<file path="config.mk">
export PLATFORM = sky130hd
export DESIGN_NAME = render_frame_sequencer
export DESIGN_NICKNAME = d
export VERILOG_FILES = /design/src/rtl/render_pkg.sv /design/src/rtl/render_frame_sequencer.sv
export SDC_FILE = /design/constraint.sdc
export NUM_CORES = 1
export LEC_CHECK = 0
export CAP_MARGIN = 10
export CELL_PAD_IN_SITES_DETAIL_PLACEMENT = 1
export CELL_PAD_IN_SITES_GLOBAL_PLACEMENT = 2
export CORE_ASPECT_RATIO = 1.2
export CORE_MARGIN = 2
export CORE_UTILIZATION = 30
export CTS_BUF_LIST = sky130_fd_sc_hd__clkbuf_8
export DETAILED_ROUTE_END_ITERATION = 8
export PLACE_DENSITY_LB_ADDON = 0.1
export SLEW_MARGIN = 10
export SYNTH_ARGS = -nofsm -noshare
export SYNTH_HDL_FRONTEND = slang
export SYNTH_SLANG_ARGS = --single-unit
</file>
<file path="constraint.sdc">
create_clock -name clk -period 3.6 [get_ports clk]
set_input_delay 0.72 -clock clk [delete_from_list [all_inputs] [get_ports clk]]
set_output_delay 0.72 -clock clk [all_outputs]
set_load 0.01 [all_outputs]
</file>
<file path="src/rtl/render_pkg.sv">
// Shared types and constants for the per-frame render sequencer.
package render_pkg;

  typedef enum logic [2:0] {
    ST_IDLE,
    ST_CLEAR_WAIT,
    ST_ACCEPT,
    ST_RASTER,
    ST_DRAIN,
    ST_DONE
  } seq_state_t;

  localparam int MAX_TRIS_DEF = 256;
  localparam int TRI_CNT_W    = $clog2(MAX_TRIS_DEF + 1);
  localparam logic [7:0] OVERRUN_MAX = 8'hFF;

endpackage

</file>
<file path="src/rtl/render_frame_sequencer.sv">
// Per-frame controller: clears frame/depth buffers, then feeds triangles one at
// a time to the rasterizer and reports frame completion.
module render_frame_sequencer
  import render_pkg::*;
#(
  parameter int TRI_WIDTH    = 96,
  parameter int MAX_TRIS     = 256,
  parameter int CLEAR_SETTLE = 2
) (
  input  logic                             clk,
  input  logic                             rstn,
  input  logic                             i_frame,
  input  logic                             i_buf_ready,
  output logic                             o_clear,
  input  logic                             i_tri_valid,
  input  logic                             i_tri_last,
  input  logic [TRI_WIDTH-1:0]             i_tri_data,
  output logic                             o_tri_ready,
  output logic [TRI_WIDTH-1:0]             o_tri_data,
  output logic                             o_rast_start,
  input  logic                             i_rast_done,
  output logic                             o_frame_done,
  output logic                             o_busy,
  output logic [$clog2(MAX_TRIS+1)-1:0]    o_tri_count,
  output logic                             o_truncated,
  output logic [7:0]                       o_overrun_count
);

  localparam int CNT_W = $clog2(MAX_TRIS + 1);
  localparam int SET_W = $clog2(CLEAR_SETTLE + 1);

  seq_state_t           r_state;
  seq_state_t           w_state_nxt;
  logic                 r_clear;
  logic                 r_rast_start;
  logic                 r_last;
  logic                 r_truncated;
  logic [TRI_WIDTH-1:0] r_tri_data;
  logic [CNT_W-1:0]     r_tri_count;
  logic [SET_W-1:0]     r_settle;
  logic [7:0]           r_overrun;
  logic [CNT_W-1:0]     w_cnt_inc;
  logic                 w_tri_ready;
  logic                 w_frame_done;
  logic                 w_rast_ack;

  assign w_cnt_inc = r_tri_count + CNT_W'(1);

  always_ff @(posedge clk or negedge rstn) begin
    if (!rstn) r_state <= ST_IDLE;
    else       r_state <= w_state_nxt;
  end

  // A done pulse coincident with our own start pulse belongs to no triangle.
  always_comb begin
    w_state_nxt  = r_state;
    w_tri_ready  = 1'b0;
    w_frame_done = 1'b0;
    w_rast_ack   = 1'b0;
    case (r_state)
      ST_IDLE: begin
        if (i_frame) w_state_nxt = ST_CLEAR_WAIT;
      end
      ST_CLEAR_WAIT: begin
        if (r_settle == '0 && i_buf_ready) w_state_nxt = ST_ACCEPT;
      end
      ST_ACCEPT: begin
        w_tri_ready = 1'b1;
        if (i_tri_valid) w_state_nxt = ST_RASTER;
      end
      ST_RASTER: begin
        if (i_rast_done && !r_rast_start) begin
          w_rast_ack = 1'b1;
          if (r_last)                             w_state_nxt = ST_DONE;
          else if (w_cnt_inc == CNT_W'(MAX_TRIS)) w_state_nxt = ST_DRAIN;
          else                                    w_state_nxt = ST_ACCEPT;
        end
      end
      ST_DRAIN: begin
        w_tri_ready = 1'b1;
        if (i_tri_valid && i_tri_last) w_state_nxt = ST_DONE;
      end
      ST_DONE: begin
        w_frame_done = 1'b1;
        w_state_nxt  = ST_IDLE;
      end
      default: w_state_nxt = ST_IDLE;
    endcase
  end

  always_ff @(posedge clk or negedge rstn) begin
    if (!rstn) begin
      r_clear      <= 1'b0;
      r_rast_start <= 1'b0;
      r_last       <= 1'b0;
      r_truncated  <= 1'b0;
      r_tri_data   <= '0;
      r_tri_count  <= '0;
      r_settle     <= '0;
      r_overrun    <= '0;
    end else begin
      r_clear      <= (r_state == ST_IDLE) && i_frame;
      r_rast_start <= (r_state == ST_ACCEPT) && i_tri_valid;

      if (r_state == ST_IDLE && i_frame) begin
        r_tri_count <= '0;
        r_truncated <= 1'b0;
        r_settle    <= SET_W'(CLEAR_SETTLE);
      end else if (r_state == ST_CLEAR_WAIT && r_settle != '0) begin
        r_settle <= r_settle - SET_W'(1);
      end

      if (r_state == ST_ACCEPT && i_tri_valid) begin
        r_tri_data <= i_tri_data;
        r_last     <= i_tri_last;
      end

      if (w_rast_ack) begin
        r_tri_count <= w_cnt_inc;
        if (!r_last && w_cnt_inc == CNT_W'(MAX_TRIS)) r_truncated <= 1'b1;
      end

      // Frames requested while busy (including the DONE cycle) are dropped.
      if (i_frame && r_state != ST_IDLE && r_overrun != OVERRUN_MAX)
        r_overrun <= r_overrun + 8'd1;
    end
  end

  assign o_clear         = r_clear;
  assign o_tri_ready     = w_tri_ready;
  assign o_tri_data      = r_tri_data;
  assign o_rast_start    = r_rast_start;
  assign o_frame_done    = w_frame_done;
  assign o_busy          = (r_state != ST_IDLE);
  assign o_tri_count     = r_tri_count;
  assign o_truncated     = r_truncated;
  assign o_overrun_count = r_overrun;

endmodule
</file>
* Word level (Yosys, flattened, before mapping)
Index checks and enable logic that the tools add are counted.
** Storage, ports and cells
- Flip-flop bits (word level) :: 122
- Output and inout bits :: 119
- Word-level logic and storage cells :: 62
** Operators by class
- Add/sub/neg operators :: 3
- Equality and inequality tests :: 12
- Mux-type cells :: 19
- Reduce and logical (&&, ||, !) cells :: 19
** Operators with widths (number)
- $mux 3 :: 7
- $mux 9 :: 2
- $pmux 3 s5 :: 1
- $ne 2x2->1 const B :: 5
- $add 9x1->9 const B :: 1
- $eq 9x9->1 const B :: 1
- $logic_and 1x1->1 :: 9
- $add 8x1->8 const B :: 1
- $ne 8x8->1 const B :: 1
- $mux 1 :: 7
- $eq 3x2->1 const B :: 2
- $eq 3x3->1 const B :: 2
- $reduce_bool 2->1 :: 3
- $reduce_and 5->1 :: 1
- $mux 2 :: 2
- $eq 3x1->1 const B :: 1
- $logic_not 3->1 :: 1
- $reduce_bool 3->1 :: 1
- $logic_not 1->1 :: 2
- $logic_not 2->1 :: 1
- $reduce_or 2->1 :: 1
- $sub 2x1->2 const B :: 1

* Longest topological paths before layout
Gate-level depths: netlist (run 1).
- Word-level depth :: 6
- Depth in mapped cells :: 8
- Mapped depth without buffers :: 6

* Worst setup path after synthesis (run 1)
No wires, ideal clock.
- Path type :: input to register
- From :: input i_tri_valid
- To :: register r_tri_data[17], in the netlist o_tri_data[17]
- Data arrival time :: 1.758 ns
- Data required time :: 3.475 ns
- Slack :: 1.717 ns
- Stages :: 6
- Path buffers :: 3
- Path through :: nor2b_1 -> nor2b_4 -> buf_6 -> buf_6 -> buf_8 -> mux2_4
** On the way
- Word-level cells in the longest chain between the ends :: 1
** RTL lines
- start: declaration :: line render_frame_sequencer.sv:15 : input logic i_tri_valid,
- $logic_and 1x1->1 :: line render_frame_sequencer.sv:113 : if (r_state == ST_ACCEPT && i_tri_valid) begin
- end signal: assignment :: line render_frame_sequencer.sv:114 : r_tri_data <= i_tri_data;
- end: declaration :: line render_frame_sequencer.sv:38 : logic [TRI_WIDTH-1:0] r_tri_data;
No other way between the ends.
A chain may end at the register's enable or synchronous reset.

* Final worst setup path (run 1)
- From :: register r_state[2]
- To :: output o_tri_ready
** On the way
- Word-level cells in the longest chain between the ends :: 3
- Elaborated cells between the ends (all ways) :: 4
- Those cells by class :: eq/ne: 2; mux: 1; reduce/logical: 1
** RTL lines
- start: declaration :: line render_frame_sequencer.sv:32 : seq_state_t r_state;
- start signal: assignment :: line render_frame_sequencer.sv:51 : else r_state <= w_state_nxt;
- $eq 3x2->1 or $eq 3x3->1 (tied branches) :: line render_frame_sequencer.sv:60 : case (r_state)
- $reduce_or 2->1 (no source line) *
- $mux 1 * :: line render_frame_sequencer.sv:60
- end: declaration :: line render_frame_sequencer.sv:18 : output logic o_tri_ready,
Mark *: on every way between the ends. The rest lies on a longest branch, timed or not.

==> impl_metrics.tcl, run 1 <==
set metrics [dict create \
    synth_flop_cell "dfrtp_1" \
    ios 222 \
    drv_slew 0 \
    path_cells "nand2b_1 -> a21oi_1 -> clkdlybuf4s50_1" \
    port-buffer-count 221 \
    syn_area_um2 5040 \
    via_per_inst 4.64 \
    synth-seq-area-share_pct 60.5 \
    timing.fmax_mhz 350 \
    die_y_um 146 \
    ys_warn_count 0 \
    powerDensity_nw_per_um2 858 \
    cp_data_arrival_time_ps 2140 \
    path_class "flop to output pin" \
    dieArea_um2 17900 \
    cts_root_buf "clkbuf_8" \
    clockBufferDepth 2 \
    clock_latency_ps 440 \
    initial_core_util_pct 30.9 \
    synthCells 344 \
    crit_path_max_incr_delay_ps 560 \
    dp_hpwl_um 10600 \
    final.period_utilization_pct 79.4 \
    status "finished, final reports clean" \
    drv_cap 0 \
    drt-total-wl_um 14500 \
    grt.busiest_layer "met2" \
    drive_above_1_share_pct 23.4 \
    cts_tree "done" \
    fillers 1734 \
    routedWlPerCell_um 18.2 \
    antenna_found_initial 0 \
    area_growth_pct 55.2 \
    synthArstFlopShare_pct 100 \
    ant_nets 0 \
    post_cts_resized 0 \
    crit_path_end_kind "output pin" \
    drc 0 \
    cts_max_level 4 \
    final_area_um2 7830 \
    path_clk_slew_ps 70 \
    worst_setup_path_start_kind "flop" \
    ff_latch_area_um2 3050 \
    grt_setup_unrepaired "no" \
    crit_path_max_fanout 11 \
    grt_overflow 0 \
    syn_nets 450 \
    fin_nets 678 \
    cts_hold_repair.buffers 0 \
    critPathRequiredTime_ps 2880 \
    cts_sinks 122 \
    grt_usage_pct 16.9 \
    numCtsBuffers 17 \
    first_pass_iters 4 \
    die_w_um 122 \
    placed_area_um2 7460 \
    grtUsageMet3_pct 8.75 \
    min_period_ps 2860 \
    finalSetupViolCount 0 \
    worstMarginPinSlew_ps 772 \
    synth_edf_count 0 \
    setup_tns_ps 0 \
    drt_iter0_drc 138 \
    yosysUniqueCellTypes 44 \
    vias 3701 \
    use_met1_pct 18.0 \
    diodes 0 \
    multi_input_area_um2 1820 \
    finClkSkew_ps 10.9 \
    grt_max_degree 59 \
    vdd_drop_max_mv 0.373 \
    finalHoldViolCount 0 \
    globalRouteMet2Util_pct 28.6 \
    ys_ff_latch 122 \
    place.gp.congestion 0.736 \
    core_um2 16300 \
    first_global_vias 4182 \
    synth_area_per_cell_um2 14.7 \
    hold_slack_ps 341 \
    hp-class "input port to asynchronous set/reset pin" \
    rows 51 \
    grt_pass1_wl_um 23100 \
    cp_slowest_cell "clkdlybuf4s50_1" \
    post_cts_buffers 0 \
    p_leak_nw 3.25 \
    relSlewSlack_pct 48.5 \
]
## cell type report
cell class | instances | share of cell area, %
well taps | 212 | 3.39
clock inverters | 11 | 1.02
inverters | 6 | 0.288
flip-flops and latches | 122 | 39.0
repair buffers | 227 | 29.3
clock buffers | 21 | 3.69
multi-input cells | 198 | 23.3
## power by group
| part | internal (mW) | switching [mW] |
|---|---|---|
| Combinational | 1.94 | 1.18 |
| Clock | 0.604 | 0.537 |
| Sequential | 2.02 | 0.442 |
| Total | 4.56 | 2.16 |
## worst max-delay path, delay by kind of cell (launching register included)
| family | cells | cell delay (ps) |
|---|---|---|
| buffers and inverters | 1 | 560 |
| AO/OA/AOI/OAI | 1 | 240 |
| flip-flops | 1 | 520 |
| AND/OR/NAND/NOR | 1 | 390 |
## metrics by stage
step / setup WS, ps / power [mW] / util [%] / std cells
after floorplan: 1720 / 3.92 / - / 344
after global placement: 756 / 5.56 / 45.6 / 765
after detailed placement: 751 / 5.63 / 45.6 / 765
after CTS: 663 / 6.83 / 47.9 / 797
after global routing: 594 / 7.16 / 47.9 / 797
final: 740 / 6.72 / 47.9 / 797
## worst paths after layout
check | startpoint | endpoint | slack (ps) | cells past startpoint
setup / recovery | r_state[2] | o_tri_ready | 740 | 3
hold / removal | rstn | o_tri_data[71] | 340 | 1
setup reg to reg | r_state[2] | o_tri_data[39] | 1280 | 4
hold reg to reg | o_truncated | o_truncated | 490 | 2
max in group asynchronous | rstn | o_tri_data[2] | 2330 | 2
min in group clk | o_truncated | o_truncated | 490 | 2
## cell families (layout without fill, tap and decap cells)
kind of cell / after synthesis / count (layout) / synth area share (%)
buffers and inverters: 24 / 265 / 3.30
xor gates and xnor gates: 9 / 9 / 1.56
AOI/OAI and AO/OA: 33 / 33 / 4.27
and+or+nand+nor: 54 / 54 / 6.08
muxes: 99 / 99 / 23.5
adders and majority gates: 3 / 3 / 0.744
DFF: 122 / 122 / 60.5
## Yosys cell counts, types with 2 or more instances
cell | number | area, um2
ha_1 | 3 | 37.5
mux2_4 | 19 | 285
nand3_1 | 6 | 30.0
a21oi_1 | 9 | 45.0
a31oi_1 | 3 | 18.8
xor2_1 | 7 | 61.3
clkbuf_2 | 2 | 10.0
nand2b_1 | 4 | 25.0
nor3_1 | 8 | 40.0
mux2_2 | 78 | 878
buf_4 | 9 | 67.6
nor2b_1 | 3 | 18.8
o21ai_0 | 9 | 45.0
buf_2 | 2 | 10.0
buf_6 | 2 | 22.5
inv_1 | 6 | 22.5
or3_1 | 3 | 18.8
nor2_1 | 8 | 30.0
nand2_1 | 10 | 37.5
a211oi_1 | 2 | 15.0
dfrtp_1 | 122 | 3050
a22o_1 | 2 | 17.5
xnor2_1 | 2 | 17.5
buf_8 | 2 | 30.0
nand4_1 | 4 | 25.0
## layout by cell type, fill, tap and decap left out, types with 2 or more instances in the layout
cell	synthesis	final
nand2_1	10	10
or3_1	3	3
a21oi_1	9	9
mux2_2	78	78
nand4_1	4	4
nor2_1	8	8
mux2_4	19	19
dfrtp_1	122	122
clkinvlp_4	0	2
xor2_1	7	7
nor3_1	8	8
a211oi_1	2	2
ha_1	3	3
buf_4	9	4
a31oi_1	3	3
clkinv_2	0	4
buf_12	0	3
nor2b_1	3	3
nand3_1	6	6
clkbuf_8	0	21
nand2b_1	4	4
inv_1	6	10
xnor2_1	2	2
o21ai_0	9	9
clkdlybuf4s50_1	0	220
a22o_1	2	2
## metal layers
layer / part of all wire, % / vias up
li1: - / 1673
met1: 36 / 1877
met2: 52 / 133
met3: 10 / 18
met4: 1.8 / 0
met5: 0 / -
## flip-flops by register name, indices dropped and copies added, names as in the netlist
| register | cells |
|---|---|
| o_tri_count | 9 |
| r_settle | 2 |
| o_rast_start | 1 |
| o_clear | 1 |
| o_truncated | 1 |
| o_overrun_count | 8 |
| r_state | 3 |
| o_tri_data | 96 |
| r_last | 1 |
(Power assumes the default switching activity.)
==> run 2, diff against run 1 <==
--- a/config.mk
+++ b/config.mk
@@ -10,7 +10,7 @@
 export CELL_PAD_IN_SITES_GLOBAL_PLACEMENT = 2
 export CORE_ASPECT_RATIO = 1.2
 export CORE_MARGIN = 2
-export CORE_UTILIZATION = 30
+export CORE_UTILIZATION = 28
 export CTS_BUF_LIST = sky130_fd_sc_hd__clkbuf_8
 export DETAILED_ROUTE_END_ITERATION = 8
 export PLACE_DENSITY_LB_ADDON = 0.1
==> constraint.sdc (replaced) <==
create_clock -name clk -period 3 [get_ports clk]
set_input_delay 0.6 -clock clk [delete_from_list [all_inputs] [get_ports clk]]
set_output_delay 0.6 -clock clk [all_outputs]
set_load 0.01 [all_outputs]
==> impl_metrics.tcl, run 2 (synthesis results as in run 1) <==
set metrics [dict create \
    path_cells "nand2b_1 -> a21oi_1 -> clkdlybuf4s50_1" \
    seqPwrFrac_pct 36.5 \
    rows 53 \
    vias 3679 \
    cts_tree "done" \
    sw_frac_of_total_pct 32.1 \
    postLayoutCoreUtil_pct 44.5 \
    largest_reg_flops 96 \
    routedWlPerCell_um 18.0 \
    cp_slowest_cell "clkdlybuf4s50_1" \
    p_int_mw 5.46 \
    worstMarginPinSlew_ps 617 \
    status "finished, final reports clean" \
    cpLargestDelayFamily "buffers and inverters" \
    vdd_drop_max_mv 0.378 \
    first_pass_iters 4 \
    cp_data_arrival_time_ps 2090 \
    final_area_um2 7820 \
    diodes 0 \
    final_cell_mix "220 x clkdlybuf4s50_1, 122 x dfrtp_1, 78 x mux2_2" \
    clockPowerShare_pct 17.0 \
    ios 222 \
    clockBufferDepth 2 \
    numCtsBuffers 17 \
    cts_hold_repair.buffers 0 \
    critPathRequiredTime_ps 2400 \
    mostFrequentLayoutCell "clkdlybuf4s50_1" \
    drv_cap 0 \
    finalHoldViolCount 0 \
    crit_path_end_kind "output pin" \
    cts_max_level 4 \
    p_sw_mw 2.58 \
    antenna_found_initial 0 \
    drt-total-wl_um 14500 \
    via_per_inst 4.59 \
    cts_sinks 122 \
    place.gp.congestion 0.704 \
    dieArea_um2 19100 \
    initial_core_util_pct 28.7 \
    path_clk_slew_ps 70 \
    worst_setup_path_start_kind "flop" \
    power_frac_comb_pct 46.5 \
    fin_nets 677 \
    grt_pass1_wl_um 22400 \
    path_class "flop to output pin" \
    post-place-cells 772 \
    clock_latency_ps 430 \
    dp_hpwl_um 10500 \
    drt_iter0_drc 111 \
    post_cts_buffers 0 \
    finClkSkew_ps 10.8 \
    first_global_vias 4091 \
    drc 0 \
    die_w_um 127 \
    fillers 1843 \
    p_leak_nw 3.24 \
    grt_max_degree 67 \
    crit_path_max_incr_delay_ps 570 \
    drive_above_1_share_pct 23.5 \
    post-place-ws_ps 583 \
    drv_slew 0 \
    die_y_um 151 \
    crit_path_max_fanout 10 \
    min_period_ps 2690 \
    cts_root_buf "clkbuf_8" \
    relSlewSlack_pct 58.7 \
    grt_overflow 0 \
    finalWorstSetupSlack_ps 308 \
    fin_cells 802 \
    post_cts_resized 0 \
    finalSetupViolCount 0 \
    ant_nets 0 \
    hold_slack_ps 140 \
    grt_setup_unrepaired "no" \
    area_growth_pct 55.1 \
    grt_usage_pct 15.4 \
    final.period_utilization_pct 89.7 \
    hp-class "input port to asynchronous set/reset pin" \
    setup_tns_ps 0 \
    port-buffer-count 221 \
    powerDensity_nw_per_um2 1030 \
    core_um2 17600 \
    fin_total_pwr_mw 8.04 \
    timing.fmax_mhz 371 \
    worst-path-buf-inv 1 \
    placed_area_um2 7460 \
]
run 2: power by group through the flow:
stage / registers, mW / logic [mW] / clock network [mW]
after floorplan: 3.21 / 1.49 / 0
after global placement: 2.92 / 3.73 / 0
after detailed placement: 2.96 / 3.80 / 0
after CTS: 2.95 / 3.81 / 1.42
after global routing: 3.06 / 4.01 / 1.49
final: 2.93 / 3.74 / 1.36
run 2: cell type report:
type / instances / area (um2) / area share, %
clock buffers: 21 / 289 / 3.70
repair buffers: 226 / 2280 / 29.2
inverters: 6 / 22.5 / 0.288
clock inverters: 9 / 73.8 / 0.944
multi-input cells: 198 / 1820 / 23.3
well taps: 220 / 275 / 3.52
flip-flops and latches: 122 / 3050 / 39.0
run 2: per-layer routing:
layer	track usage, %	vias up	routed length [um]
li1	-	1665	-
met1	16.7	1870	5420
met2	26.6	128	7530
met3	7.67	16	1320
met4	4.51	0	188
met5	0	-	0
run 2: path summary, 6_finish.rpt:
kind / start / endpoint / slack, ps / cells after the start
worst max-delay path: r_state[1] / o_tri_ready / 310 / 3
worst min-delay path: rstn / o_overrun_count[6] / 140 / 1
worst max register to register: r_state[1] / o_tri_data[37] / 1050 / 4
worst min register to register: o_truncated / o_truncated / 500 / 2
max in group asynchronous: rstn / o_tri_data[84] / 2050 / 2
min in group clk: o_truncated / o_truncated / 500 / 2
